**config.mk**
```make
export PLATFORM = sky130hd
export DESIGN_NAME = pixel_region_latency_buffer_flat
export DESIGN_NICKNAME = d
export VERILOG_FILES = /design/src/rtl/pixel_region_latency_buffer_if.sv /design/src/rtl/pixel_region_latency_buffer.sv /design/src/flat_wrapper.sv
export SDC_FILE = /design/constraint.sdc
export NUM_CORES = 1
export LEC_CHECK = 0
export CAP_MARGIN = 40
export CORE_ASPECT_RATIO = 1.25
export CORE_MARGIN = 1.5
export CORE_UTILIZATION = 55
export DETAILED_ROUTE_END_ITERATION = 6
export DONT_BUFFER_PORTS = 1
export MAX_ROUTING_LAYER = met4
export PLACE_DENSITY_LB_ADDON = 0.1
export SLEW_MARGIN = 0
export SYNTH_ARGS = -nofsm -noshare
export SYNTH_HDL_FRONTEND = slang
export SYNTH_SLANG_ARGS = --single-unit
```
**constraint.sdc**
```tcl
create_clock -name Clk -period 9.5 [get_ports Clk]
set_input_delay 0 -clock Clk [delete_from_list [all_inputs] [get_ports Clk]]
set_output_delay 0 -clock Clk [all_outputs]
set_load 0.02 [all_outputs]
```
**src/rtl/pixel_region_latency_buffer_if.sv**
```systemverilog
// Pixel-region bus: hit input, trigger, configuration and column readout.
// The master side drives hits, triggers, configuration, token-in and acknowledge.
// The slave side is the region buffer.
interface pixel_region_latency_buffer_if #(
  parameter int MEM_DEPTH = 8,
  parameter int NPIX      = 4,
  parameter int TOT_W     = 4,
  parameter int LAT_W     = 9,
  parameter int TAG_W     = 5,
  parameter int OVF_W     = 8
);
  logic                    LE;
  logic [NPIX*TOT_W-1:0]   HitTot;
  logic                    L1;
  logic [TAG_W-1:0]        L1Tag;
  logic [LAT_W-1:0]        LatCnfg;
  logic                    PixOffCnfg;
  logic                    TokIn;
  logic                    TokOut;
  logic                    ReadData;
  logic                    EnOut;
  logic [NPIX*TOT_W-1:0]   ReadTot;
  logic [TAG_W-1:0]        ReadTag;
  logic [MEM_DEPTH-1:0]    LeAddr;
  logic                    Full;
  logic [OVF_W-1:0]        OverflowCnt;

  modport master (
    output LE, HitTot, L1, L1Tag, LatCnfg, PixOffCnfg, TokIn, ReadData,
    input  TokOut, EnOut, ReadTot, ReadTag, LeAddr, Full, OverflowCnt
  );

  modport slave (
    input  LE, HitTot, L1, L1Tag, LatCnfg, PixOffCnfg, TokIn, ReadData,
    output TokOut, EnOut, ReadTot, ReadTag, LeAddr, Full, OverflowCnt
  );
endinterface

```
**src/rtl/pixel_region_latency_buffer.sv**
```systemverilog
// Pixel-region latency buffer: hits wait out a per-cell latency and survive
// only if L1 coincides with expiry. Triggered cells drain one per cycle
// through the column token chain.
//
// state     | meaning
// ----------+-----------------------------------------------------------
// CELL_FREE | cell empty, eligible for the next write
// CELL_WAIT | hit stored, latency counter running down
// CELL_TRIG | hit accepted by L1, tagged, waiting for column readout
module pixel_region_latency_buffer #(
  parameter int MEM_DEPTH = 8,
  parameter int NPIX      = 4,
  parameter int TOT_W     = 4,
  parameter int LAT_W     = 9,
  parameter int TAG_W     = 5,
  parameter int OVF_W     = 8
) (
  input  logic Clk,
  input  logic Reset,
  pixel_region_latency_buffer_if.slave bus
);
  localparam int DW = NPIX * TOT_W;

  typedef enum logic [1:0] {
    CELL_FREE = 2'd0,
    CELL_WAIT = 2'd1,
    CELL_TRIG = 2'd2
  } cell_state_t;

  cell_state_t          state_q [MEM_DEPTH];
  logic [LAT_W-1:0]     cnt_q   [MEM_DEPTH];
  logic [DW-1:0]        tot_q   [MEM_DEPTH];
  logic [TAG_W-1:0]     tag_q   [MEM_DEPTH];
  logic [OVF_W-1:0]     ovf_q;

  logic [MEM_DEPTH-1:0] free_vec;
  logic [MEM_DEPTH-1:0] trig_vec;
  logic [MEM_DEPTH-1:0] free_first;
  logic [MEM_DEPTH-1:0] trig_first;
  logic                 hit_valid;
  logic                 do_write;
  logic                 ready_any;
  logic                 en_out;
  logic                 do_pop;
  logic                 full;
  logic [DW-1:0]        read_tot;
  logic [TAG_W-1:0]     read_tag;

  // Occupancy vectors and lowest-index pickers; everything here uses pre-edge state
  // so a cell freed on an edge only becomes writable on the following edge.
  always_comb begin
    free_vec = '0;
    trig_vec = '0;
    for (int i = 0; i < MEM_DEPTH; i++) begin
      free_vec[i] = (state_q[i] == CELL_FREE);
      trig_vec[i] = (state_q[i] == CELL_TRIG);
    end
    free_first = free_vec & (~free_vec + MEM_DEPTH'(1));
    trig_first = trig_vec & (~trig_vec + MEM_DEPTH'(1));
    full       = ~(|free_vec);
    hit_valid  = bus.LE & (|bus.HitTot) & ~bus.PixOffCnfg;
    do_write   = hit_valid & ~full;
    ready_any  = |trig_vec;
    en_out     = ~bus.TokIn & ready_any & ~bus.PixOffCnfg;
    do_pop     = en_out & bus.ReadData;
  end

  // Read mux: present the lowest triggered cell, zeros when not driving the bus.
  always_comb begin
    read_tot = '0;
    read_tag = '0;
    for (int i = 0; i < MEM_DEPTH; i++) begin
      if (en_out && trig_first[i]) begin
        read_tot = tot_q[i];
        read_tag = tag_q[i];
      end
    end
  end

  // Per-cell state machines: write capture, latency countdown, trigger and readout.
  always_ff @(posedge Clk or posedge Reset) begin
    if (Reset) begin
      for (int i = 0; i < MEM_DEPTH; i++) begin
        state_q[i] <= CELL_FREE;
        cnt_q[i]   <= '0;
        tot_q[i]   <= '0;
        tag_q[i]   <= '0;
      end
    end else begin
      for (int i = 0; i < MEM_DEPTH; i++) begin
        case (state_q[i])
          CELL_FREE: begin
            if (do_write && free_first[i]) begin
              state_q[i] <= CELL_WAIT;
              cnt_q[i]   <= bus.LatCnfg;
              tot_q[i]   <= bus.HitTot;
            end
          end
          CELL_WAIT: begin
            if (cnt_q[i] != '0) begin
              cnt_q[i] <= cnt_q[i] - 1'b1;
            end else if (bus.L1) begin
              state_q[i] <= CELL_TRIG;
              tag_q[i]   <= bus.L1Tag;
            end else begin
              state_q[i] <= CELL_FREE;
            end
          end
          CELL_TRIG: begin
            // Masking flushes every triggered cell; otherwise only the presented one pops.
            if (bus.PixOffCnfg || (do_pop && trig_first[i])) begin
              state_q[i] <= CELL_FREE;
            end
          end
          default: state_q[i] <= CELL_FREE;
        endcase
      end
    end
  end

  // Saturating count of hits lost because every cell was occupied.
  always_ff @(posedge Clk or posedge Reset) begin
    if (Reset) begin
      ovf_q <= '0;
    end else if (hit_valid && full && (ovf_q != '1)) begin
      ovf_q <= ovf_q + 1'b1;
    end
  end

  assign bus.TokOut      = bus.TokIn | (ready_any & ~bus.PixOffCnfg);
  assign bus.EnOut       = en_out;
  assign bus.ReadTot     = read_tot;
  assign bus.ReadTag     = read_tag;
  assign bus.LeAddr      = bus.PixOffCnfg ? '0 : free_first;
  assign bus.Full        = full;
  assign bus.OverflowCnt = ovf_q;
endmodule

```
**src/flat_wrapper.sv**
```systemverilog
// flat-port wrapper written by rule: the top's interface ports become plain ports
module pixel_region_latency_buffer_flat 
#(
  parameter int MEM_DEPTH = 8,
  parameter int NPIX      = 4,
  parameter int TOT_W     = 4,
  parameter int LAT_W     = 9,
  parameter int TAG_W     = 5,
  parameter int OVF_W     = 8
)
  (Clk, Reset, bus_LE, bus_HitTot, bus_L1, bus_L1Tag, bus_LatCnfg, bus_PixOffCnfg, bus_TokIn, bus_ReadData, bus_TokOut, bus_EnOut, bus_ReadTot, bus_ReadTag, bus_LeAddr, bus_Full, bus_OverflowCnt);
  pixel_region_latency_buffer_if #(.MEM_DEPTH(MEM_DEPTH), .NPIX(NPIX), .TOT_W(TOT_W), .LAT_W(LAT_W), .TAG_W(TAG_W), .OVF_W(OVF_W)) bus_i ();
  input  logic Clk;
  input  logic Reset;
  input wire logic [$bits(bus_i.LE)-1:0] bus_LE;
  input wire logic [$bits(bus_i.HitTot)-1:0] bus_HitTot;
  input wire logic [$bits(bus_i.L1)-1:0] bus_L1;
  input wire logic [$bits(bus_i.L1Tag)-1:0] bus_L1Tag;
  input wire logic [$bits(bus_i.LatCnfg)-1:0] bus_LatCnfg;
  input wire logic [$bits(bus_i.PixOffCnfg)-1:0] bus_PixOffCnfg;
  input wire logic [$bits(bus_i.TokIn)-1:0] bus_TokIn;
  input wire logic [$bits(bus_i.ReadData)-1:0] bus_ReadData;
  output wire logic [$bits(bus_i.TokOut)-1:0] bus_TokOut;
  output wire logic [$bits(bus_i.EnOut)-1:0] bus_EnOut;
  output wire logic [$bits(bus_i.ReadTot)-1:0] bus_ReadTot;
  output wire logic [$bits(bus_i.ReadTag)-1:0] bus_ReadTag;
  output wire logic [$bits(bus_i.LeAddr)-1:0] bus_LeAddr;
  output wire logic [$bits(bus_i.Full)-1:0] bus_Full;
  output wire logic [$bits(bus_i.OverflowCnt)-1:0] bus_OverflowCnt;
  assign bus_i.LE = bus_LE;
  assign bus_i.HitTot = bus_HitTot;
  assign bus_i.L1 = bus_L1;
  assign bus_i.L1Tag = bus_L1Tag;
  assign bus_i.LatCnfg = bus_LatCnfg;
  assign bus_i.PixOffCnfg = bus_PixOffCnfg;
  assign bus_i.TokIn = bus_TokIn;
  assign bus_i.ReadData = bus_ReadData;
  assign bus_TokOut = bus_i.TokOut;
  assign bus_EnOut = bus_i.EnOut;
  assign bus_ReadTot = bus_i.ReadTot;
  assign bus_ReadTag = bus_i.ReadTag;
  assign bus_LeAddr = bus_i.LeAddr;
  assign bus_Full = bus_i.Full;
  assign bus_OverflowCnt = bus_i.OverflowCnt;
  pixel_region_latency_buffer #(.MEM_DEPTH(MEM_DEPTH), .NPIX(NPIX), .TOT_W(TOT_W), .LAT_W(LAT_W), .TAG_W(TAG_W), .OVF_W(OVF_W)) u_core (.Clk(Clk), .Reset(Reset), .bus(bus_i));
endmodule
```
### Word-level counts from Yosys, hierarchy flattened

Cells that the tools add are included.

| storage, ports and cells | value |
|---|---|
| output and inout port bits | 40 |
| bits of input ports | 37 |
| memory bits (writable) | 0 |
| logic and storage cells | 283 |
| bits in latches | 0 |
| register bits | 264 |
| bits in read-only memories | 0 |
| memories | 0 |

| cells by class | value |
|---|---|
| divide/modulo/power cells | 0 |
| magnitude comparators | 0 |
| bitwise gates (word level) | 23 |
| equality and inequality tests | 49 |
| muxes and demuxes | 74 |
| add/subtract/negate cells | 11 |
| shifts and indexed selects | 0 |
| reductions and logical operators | 93 |
| multiply operators | 0 |

Operators by type and width:

| operator | count |
|---|---|
| 9-bit 2-to-1 mux | 16 |
| 9-bit one-hot mux with 2 select lines | 8 |
| 16-bit 2-to-1 mux | 8 |
| 3-bit AND reduction | 24 |
| 9-bit nonzero test | 8 |
| 9-bit by 1-bit subtractor with 9-bit output (second input constant) | 8 |
| 2-bit 2-to-1 mux | 25 |
| 2-bit != test (second input constant) | 24 |
| 2-bit one-hot mux with 3 select lines | 8 |
| 5-bit 2-to-1 mux | 8 |
| 1-bit logical AND | 26 |
| 8-bit by 1-bit adder with 8-bit output (second input constant) | 3 |
| 8-bit AND | 2 |
| 2-bit by 1-bit equality test with 1-bit output (second input constant) | 8 |
| 2-bit equality test (second input constant) | 8 |
| 2-bit logical NOT | 8 |
| 2-bit by 1-bit != test with 1-bit output (second input constant) | 8 |
| 8-bit NOT | 2 |
| 2-bit AND reduction | 8 |
| 2-bit nonzero test | 8 |
| 16-bit OR reduction | 1 |
| 8-bit OR reduction | 2 |
| 1-bit NOT | 11 |
| 1-bit logical OR | 8 |
| other kinds (4) | 10 |

### Logic depth before layout (Yosys ltp)

Gate-level depths: netlist of run 1.

| logic depth | value |
|---|---|
| depth after elaboration | 13 |
| gate-level depth with buffers | 9 |
| gate-level depth less buffers | 8 |

### Worst setup path before layout of run 1

OpenSTA, ideal clock, no wires.

| timing path | value |
|---|---|
| path kind | reg2reg |
| from | register u_core.cnt_q[27] (netlist name) |
| to | register u_core.tag_q[15] (netlist name) |
| setup time | 0.125 ns |
| path buffers | 0 |
| setup slack | 7.111 ns |
| cell stages (with the launch flop) | 8 |
| clock period less this slack | 2.389 ns |
| data required time | 9.375 ns |
| data arrival time | 2.264 ns |
| cells stage by stage | dfrtp_1 inv_1 ha_1 nor3b_1 nand2_1 or4_1 nor3b_2 mux2_2 |

| on the way | value |
|---|---|
| cells in the longest elaborated chain, start to end | 3 |

RTL lines:

| element | RTL line | text |
|---|---|---|
| from (decl) | pixel_region_latency_buffer.sv:31 | `logic [LAT_W-1:0] cnt_q [MEM_DEPTH];` |
| from (signal, indexed assignment) | pixel_region_latency_buffer.sv:95 | `cnt_q[i] <= bus.LatCnfg;` |
| from (signal, indexed assignment) | pixel_region_latency_buffer.sv:101 | `cnt_q[i] <= cnt_q[i] - 1'b1;` |
| 9-bit nonzero test | pixel_region_latency_buffer.sv:100 | `if (cnt_q[i] != '0) begin` |
| 1-bit NOT (no source line) | - |  |
| 3-bit AND reduction (no source line) | - |  |
| to (signal, indexed assignment) | pixel_region_latency_buffer.sv:104 | `tag_q[i] <= bus.L1Tag;` |
| to (decl) | pixel_region_latency_buffer.sv:33 | `logic [TAG_W-1:0] tag_q [MEM_DEPTH];` |

Every way passes these cells.
A chain may end at the register's enable or synchronous reset.

### Worst setup path after layout of run 1

| timing path | value |
|---|---|
| from | register u_core.state_q[6] (netlist name) |
| to | output bus_ReadTag[3] |

| on the way | value |
|---|---|
| cells in the longest elaborated chain, start to end | 13 |
| elaborated cells on any way between the ends | 23 |
| those cells by class | add/sub: 1; eq/ne: 1; mux: 8; bitwise: 4; reduce/logical: 9 |

RTL lines:

| element | RTL line | text |
|---|---|---|
| from (decl) | pixel_region_latency_buffer.sv:30 | `cell_state_t state_q [MEM_DEPTH];` |
| from (signal, indexed assignment) | pixel_region_latency_buffer.sv:84 | `state_q[i] <= CELL_FREE;` |
| from (signal, indexed assignment) | pixel_region_latency_buffer.sv:94 | `state_q[i] <= CELL_WAIT;` |
| from (signal, indexed assignment) | pixel_region_latency_buffer.sv:103 | `state_q[i] <= CELL_TRIG;` |
| 2-bit equality test * | pixel_region_latency_buffer.sv:56 | `trig_vec[i] = (state_q[i] == CELL_TRIG);` |
| 8-bit OR reduction | pixel_region_latency_buffer.sv:63 | `ready_any = \|trig_vec;` |
| 1-bit AND (2 in series) | pixel_region_latency_buffer.sv:64 | `en_out = ~bus.TokIn & ready_any & ~bus.PixOffCnfg;` |
| 1-bit logical AND | pixel_region_latency_buffer.sv:73 | `if (en_out && trig_first[i]) begin` |
| 5-bit 2-to-1 mux (7 in series) | pixel_region_latency_buffer.sv:73 |  |
| 5-bit 2-to-1 mux * | pixel_region_latency_buffer.sv:73 |  |
| to (decl) | flat_wrapper.sv:26 | `output wire logic [$bits(bus_i.ReadTag)-1:0] bus_ReadTag;` |

Every way passes the cells marked *; elsewhere a longest branch is shown, timed or not.

==> metrics, run 1 <==
DR DRC count 0; largest net degree at the start of global routing 105; Setup CP Type flop to primary output; Setup TNS Final 0 ns; Synth Register Bits about 260; Mapped Cells around 1400; Max-Cap Viols 0; library cells used by synthesis 93; num ports 77; ys async rst share 100%; startpoint types flop; CP max FO 21; area leader, netlist dfrtp_1; PD cells 277 nW/µm²; FP Rows 64; Syn Nets between 1000 and 1500; Worst VDD drop 192 µV; largest cells by area after synthesis dfrtp_1, mux2_2, nand2_1; initial DRC count approximately 800; routed length per instance 23.2 µm; number of synthesized flops with an enable pin 0; Sequential Power Share 44.7%; root buf cell clkbuf_16; pre-CTS WS 6.44 ns; Avg Cell Area, Syn 9.93 µm²; critical path arrival 3.65 ns; Slew Limit Fails 0; Num CTS Buffers 28; Global Route Usage Sum 32.6%; top-area cell type share of the netlist area 48.2%; drt first pass iters 5; Reg clk slew, reported paths about 0.060 ns; final core utilization slightly above 60%; sequential fraction of the synthesis area 48.2%; crit path from u_core.state_q[6]; Final Setup Violations 0; maximum clock rate roughly 270 MHz; Inst Count DP 1643; wire length of the first global-routing pass 62.8 mm; internal power 2.77 mW; Slew Limit Headroom about two fifths; Worst R2R Path Depth 6; Primary FF master, synth dfrtp_1; final worst setup slack ~6 ns; Slew @ Worst Pin 0.881 ns; total global routing overflow 0; GP Congestion 0.949; Final HPWL DP approximately 26 mm; Synth Area in Adders less than 1%; Synth Area in XOR/XNOR less than 1%; CTS tree yes; starting density of the core a little under three fifths; crit end category primary output; worst reg2reg setup slack 6.08 ns; PostCTS Resize Cnt 0; vias per inst about 6.3; Min Hold Slack ~0.059 ns; H-tree lvl count 1; Die W 144 µm; reg2reg end u_core.state_q[9]; Yosys warning total 0; final hold vios 0; combinational fraction of design power between 20% and 30%; PortBufs 0; top-count cell post-synth dfrtp_1; Die H around 180 µm; remaining antenna violation count 0; top cells by count, synth dfrtp_1, nand2_1, mux2_2; initial antenna violation count 6; Vias about 11000; WP data required 9.50 ns; number of global-route vias before repair 10999; Clock Power Share 26.5%; status finished clean; leakage 6.70 nW; Routed WL between 40 and 50 mm; Worst-Skew Late Latency 0.56 ns; Post-Syn Area 13700 µm²; clock skew 0.0128 ns; mux contribution to synthesized area 10.5%; core area 24500 µm²; Compound-Gate Fraction of Synth Area 17.1%; period utilisation layout 38.4%; Clock Tree Buf Depth 3; Die Area about 26000 µm²; layout cell share with drive strength beyond 1 between 10% and 20%; clk sink count roughly 260; min cycle time layout approximately 3.7 ns; final non-filler cell total 1739; switching pwr 1.47 mW; post-synthesis simple-gate area fraction 18.2%; main combinational cell family by area after synthesis simple AND/OR/NAND/NOR gates; Tightest Hold Check Type input port to asynchronous set/reset pin; Reg-to-Reg Start u_core.state_q[14]; sw frac 34.6%; Layout Nets approximately 1400; RSZ-0062 raised after global routing no; Synth-to-Final Area Change 11.5%
[critical path, stage by stage, from the launching register on]
cell and delay [ns]:
dfrtp_1 0.54, nand2b_1 0.75, and3_1 0.37, nand4_1 0.66
a31oi_1 0.76
[how the worst max path moves through the flow]
stage | cells after the start | to | slack [ns]
2_1_floorplan | 1 | u_core.bus.OverflowCnt[0] | 2.23
3_3_place_gp | 6 | bus_ReadTag[2] | 6.45
3_5_place_dp | 4 | bus_ReadTag[3] | 6.44
4_1_cts | 4 | bus_ReadTag[3] | 5.86
5_1_grt | 4 | bus_ReadTag[3] | 5.68
6_report | 4 | bus_ReadTag[3] | 5.85
[layout make-up]
| type | count | area, µm² |
|---|---|---|
| diodes | 7 | 17.5 |
| clock buffers | 42 | 865 |
| clock inverters | 10 | 83.8 |
| fillers | 2083 | 9230 |
| inverters | 28 | 113 |
| multi-input cells | 987 | 6480 |
| flip-flops and latches | 264 | 6610 |
| well taps | 330 | 413 |
| repair buffers | 71 | 694 |
[cells in the final DEF, fill, tap and decap left out, drive strengths merged, types with 7 or more instances in the layout]
cell type / Yosys / layout
o311ai: 8 / 8
buf: 39 / 34
mux2: 121 / 121
nand3: 24 / 24
o211ai: 9 / 9
nor3b: 7 / 7
dfrtp: 264 / 264
nor3: 53 / 53
a31oi: 22 / 22
nor4: 7 / 7
diode: 0 / 7
a222oi: 11 / 11
nand4: 10 / 10
o31ai: 7 / 7
a22oi: 16 / 16
ha: 9 / 9
nor2: 68 / 68
or3: 16 / 16
inv: 28 / 29
mux2i: 8 / 8
nand2: 224 / 224
o22ai: 35 / 35
o22a: 11 / 11
a21oi: 84 / 84
nor2b: 21 / 21
nand2b: 29 / 29
or4: 8 / 8
a211o: 13 / 13
and3: 12 / 12
o21ai: 61 / 61
a221oi: 11 / 11
clkbuf: 61 / 42
dlygate4sd3: 0 / 37
[per-stage QoR]
step | total power [mW] | instance area [µm²]
after floorplan | 2.82 | 13700
after global placement | 3.01 | 13700
after detailed placement | 3.09 | 13900
after CTS | 4.24 | 15300
after global routing | 4.50 | 15300
final | 4.24 | 15300
[flip-flops by register name, summed over array words and instances (netlist names)]
signal	flops
u_core.bus.OverflowCnt	8
u_core.cnt_q	72
u_core.state_q	16
u_core.tag_q	40
u_core.tot_q	128
[logic make-up (layout without fill, tap and decap cells)]
logic type,after synthesis,after routing
muxes,129,129
xor gates and xnor gates,7,7
buffers and inverters,128,151
adders and majority gates,9,9
AOI/OAI and AO/OA,338,338
other,0,7
and+or+nand+nor,504,504
DFF,264,264
[power groups by stage]
stage | clock network (mW) | logic [mW] | registers [mW]
global placement | 0 | 1.12 | 1.89
finish | 1.12 | 1.22 | 1.89
global route | 1.18 | 1.37 | 1.95
detailed placement | 0 | 1.19 | 1.90
CTS | 1.14 | 1.22 | 1.88
floorplan | 0 | 1.03 | 1.79
[repair_timing]
action	in CTS	in global routing
setup buffers	0	0
hold endpoints to repair	350	0
hold buffers	37	0
[metal layers]
metal	global-route usage, %	part of all wire [%]
met5	-	0
met4	12.2	3.6
met3	6.29	6.4
met2	53.7	50
met1	39.7	40
No activity file was read; power rests on OpenSTA's default activity.
==> run 2, diff against run 1 <==
clock period = 3.34 ns   (was 9.5 ns; I/O delays follow)
==> run 2 against run 1 <==
  * Clock skew rose by 0.0024 ns
  * Non-clock buffer count rose by 37
  * Via count rose by 1.8%
  * Combinational power rose to 2.9 times the previous value
  * Setup slack got worse by 5.7 ns
  * First-iteration DRC count rose by 0.38%
  * Global-route usage fell by 0.20 points
  * Sequential power rose to 2.8 times the previous value
  * Clock power rose to 3.1 times the previous value
  * Sequential share of layout area fell by 0.82 points
  * Die area did not move
  * Utilization rose by 1.2 points
==> metrics, run 2 (synthesis gave the netlist of run 1 again) <==
status finished clean; PortBufs 0; final core utilization 63.5%; critical path arrival 3.15 ns; final hold vios 0; Clock Tree Buf Depth 3; Final HPWL DP 25.9 mm; min cycle time layout 3.15 ns; layout cell share with drive strength beyond 1 between 10% and 20%; Die H 179 µm; Die W about 140 µm; WP data required 3.34 ns; Tightest Hold Check Type input port to flop; CTS tree yes; Global Route Usage Sum approximately a third; num ports 77; total global routing overflow 0; Die Area 25900 µm²; root buf cell clkbuf_16; RSZ-0062 raised after global routing no; initial DRC count 785; drt first pass iters 5; clk sink count between 200 and 300; number of global-route vias before repair 11059; Max-Cap Viols 0; wire length of the first global-routing pass 62.5 mm; startpoint types flop; maximum clock rate 318 MHz; routed length per instance 22.6 µm; remaining antenna violation count 0; M2 GR Usage 52.8%; starting density of the core 55.9%; period utilisation layout 94.3%; Worst Hold Depth 3; Bufs and invs on worst path 3; commonest non-fill, non-tap cell in the layout dfrtp_1; Layout Nets about 1500; worst path cell trace nand2b_1 -> nand4_1 -> buf_4 -> a22oi_1 -> buf_4 -> a211o_1 -> a31oi_1 -> buf_4; largest net degree at the start of global routing between 100 and 150; crit end category primary output; CP max FO 23; Worst VDD drop between 400 and 500 µV; Worst-Skew Late Latency 0.55 ns; PD cells 791 nW/µm²; Reg-to-Reg Start u_core.cnt_q[0]; Worst R2R Path Depth 9; H-tree lvl count 1; DR DRC count 0; min-delay src bus_LE; met3 usage in global routing 5.17%; vias per inst 6.33; Critical-path top delay cell dfrtp_1; Worst path top cell family by delay buffers and inverters; Slew @ Worst Pin between 0.9 and 1 ns; M1 GR Usage 40.2%; Slew Limit Headroom between 30 and 40%; Setup TNS Final 0 ns; FP Rows 64; Synth-to-Final Area Change 13.6%; critical path's largest stage delay 0.50 ns; worst reg2reg setup slack 0.66 ns; commonest cells after routing, fill and taps aside dfrtp_1, nand2_1, mux2_2; Vias between 10000 and 15000; number of flip-flops in the largest register between 100 and 150; clock skew 0.0152 ns; Most Crowded Layer GR met2; GP Congestion 0.882; Setup CP Type flop to primary output; initial antenna violation count 4; Routed WL 40.1 mm; leakage around 6.9 nW; Largest Register u_core.tot_q; Final Setup Violations 0; Reg clk slew, reported paths 0.06 ns; Most common cell on crit path buf_4; reg2reg end u_core.state_q[1]; Worst Hold Endpoint u_core.state_q[12]; Slew Limit Fails 0; core area 24500 µm²; Num CTS Buffers 29; Regs by FF count u_core.tot_q x128, u_core.cnt_q x72, u_core.tag_q x40
run 2: cell count changes in the layout (fill, tap and decap cells not counted), sizes merged:
cell | previous run | this run
buf | 34 | 71
bufinv | 1 | 6
diode | 7 | 3
clkbuf | 42 | 39
clkinv | 6 | 3
inv | 29 | 28
run 2: worst max-delay path by stage:
stage                                     end  slack [ns]  depth (start not counted)          startpoint
finish                         bus_ReadTag[3]        0.19                          8   u_core.state_q[8]
global placement             u_core.tag_q[15]        0.75                          7    u_core.cnt_q[27]
floorplan           u_core.bus.OverflowCnt[0]       -0.14                          1               Reset
CTS                           bus_ReadTot[10]        0.21                          7  u_core.state_q[13]
global route                   bus_ReadTag[3]        0.11                          8   u_core.state_q[8]
detailed placement           u_core.tag_q[15]        0.71                          7    u_core.cnt_q[27]
run 2: area by class of cell:
type,instances,area (µm²)
flip-flops and latches,264,6610
repair buffers,108,923
inverters,28,109
diodes,3,7.51
multi-input cells,987,6480
fillers,2063,8940
clock inverters,11,211
clock buffers,39,813
well taps,330,413
run 2: layer usage:
layer / part of all wire, % / vias up
met2: 50 / 417
met4: 3.9 / 0
met3: 6.5 / 112
li1: - / 5089
met1: 40 / 5584
met5: 0 / -
run 2: power by group:
group	total [mW]	switching [mW]	internal, mW
logic	3.50	1.91	1.59
clock network	3.46	1.30	2.16
registers	5.36	0.902	4.46
run 2: stage by stage:
| stage | hold WS (ns) | cells | area, µm² | total power, mW | setup WS, ns |
|---|---|---|---|---|---|
| after detailed placement | -0.111 | 1680 | 14200 | 8.77 | 0.713 |
| after floorplan | 0.117 | 1379 | 13700 | 8.02 | -0.144 |
| after global routing | 0.0771 | 1770 | 15600 | 13.1 | 0.111 |
| after global placement | -0.115 | 1676 | 14100 | 8.60 | 0.751 |
| after CTS | 0.0388 | 1767 | 15600 | 12.3 | 0.206 |
| final | 0.0637 | 1770 | 15600 | 12.3 | 0.192 |
run 2: timing repair:
| action | 4_1_cts | 5_1_grt |
|---|---|---|
| hold endpoints to repair | 513 | 0 |
| buffers inserted | 0 | 0 |
| endpoints found under the setup margin | 0 | 1 |
| hold buffers | 37 | 0 |
| gates resized for setup | 0 | 1 |
run 2: worst min-delay path: cells and delay by family:
kind,cells,cell delay (ns)
AO/OA/AOI/OAI,2,0.35
AND/OR/NAND/NOR,1,0.15
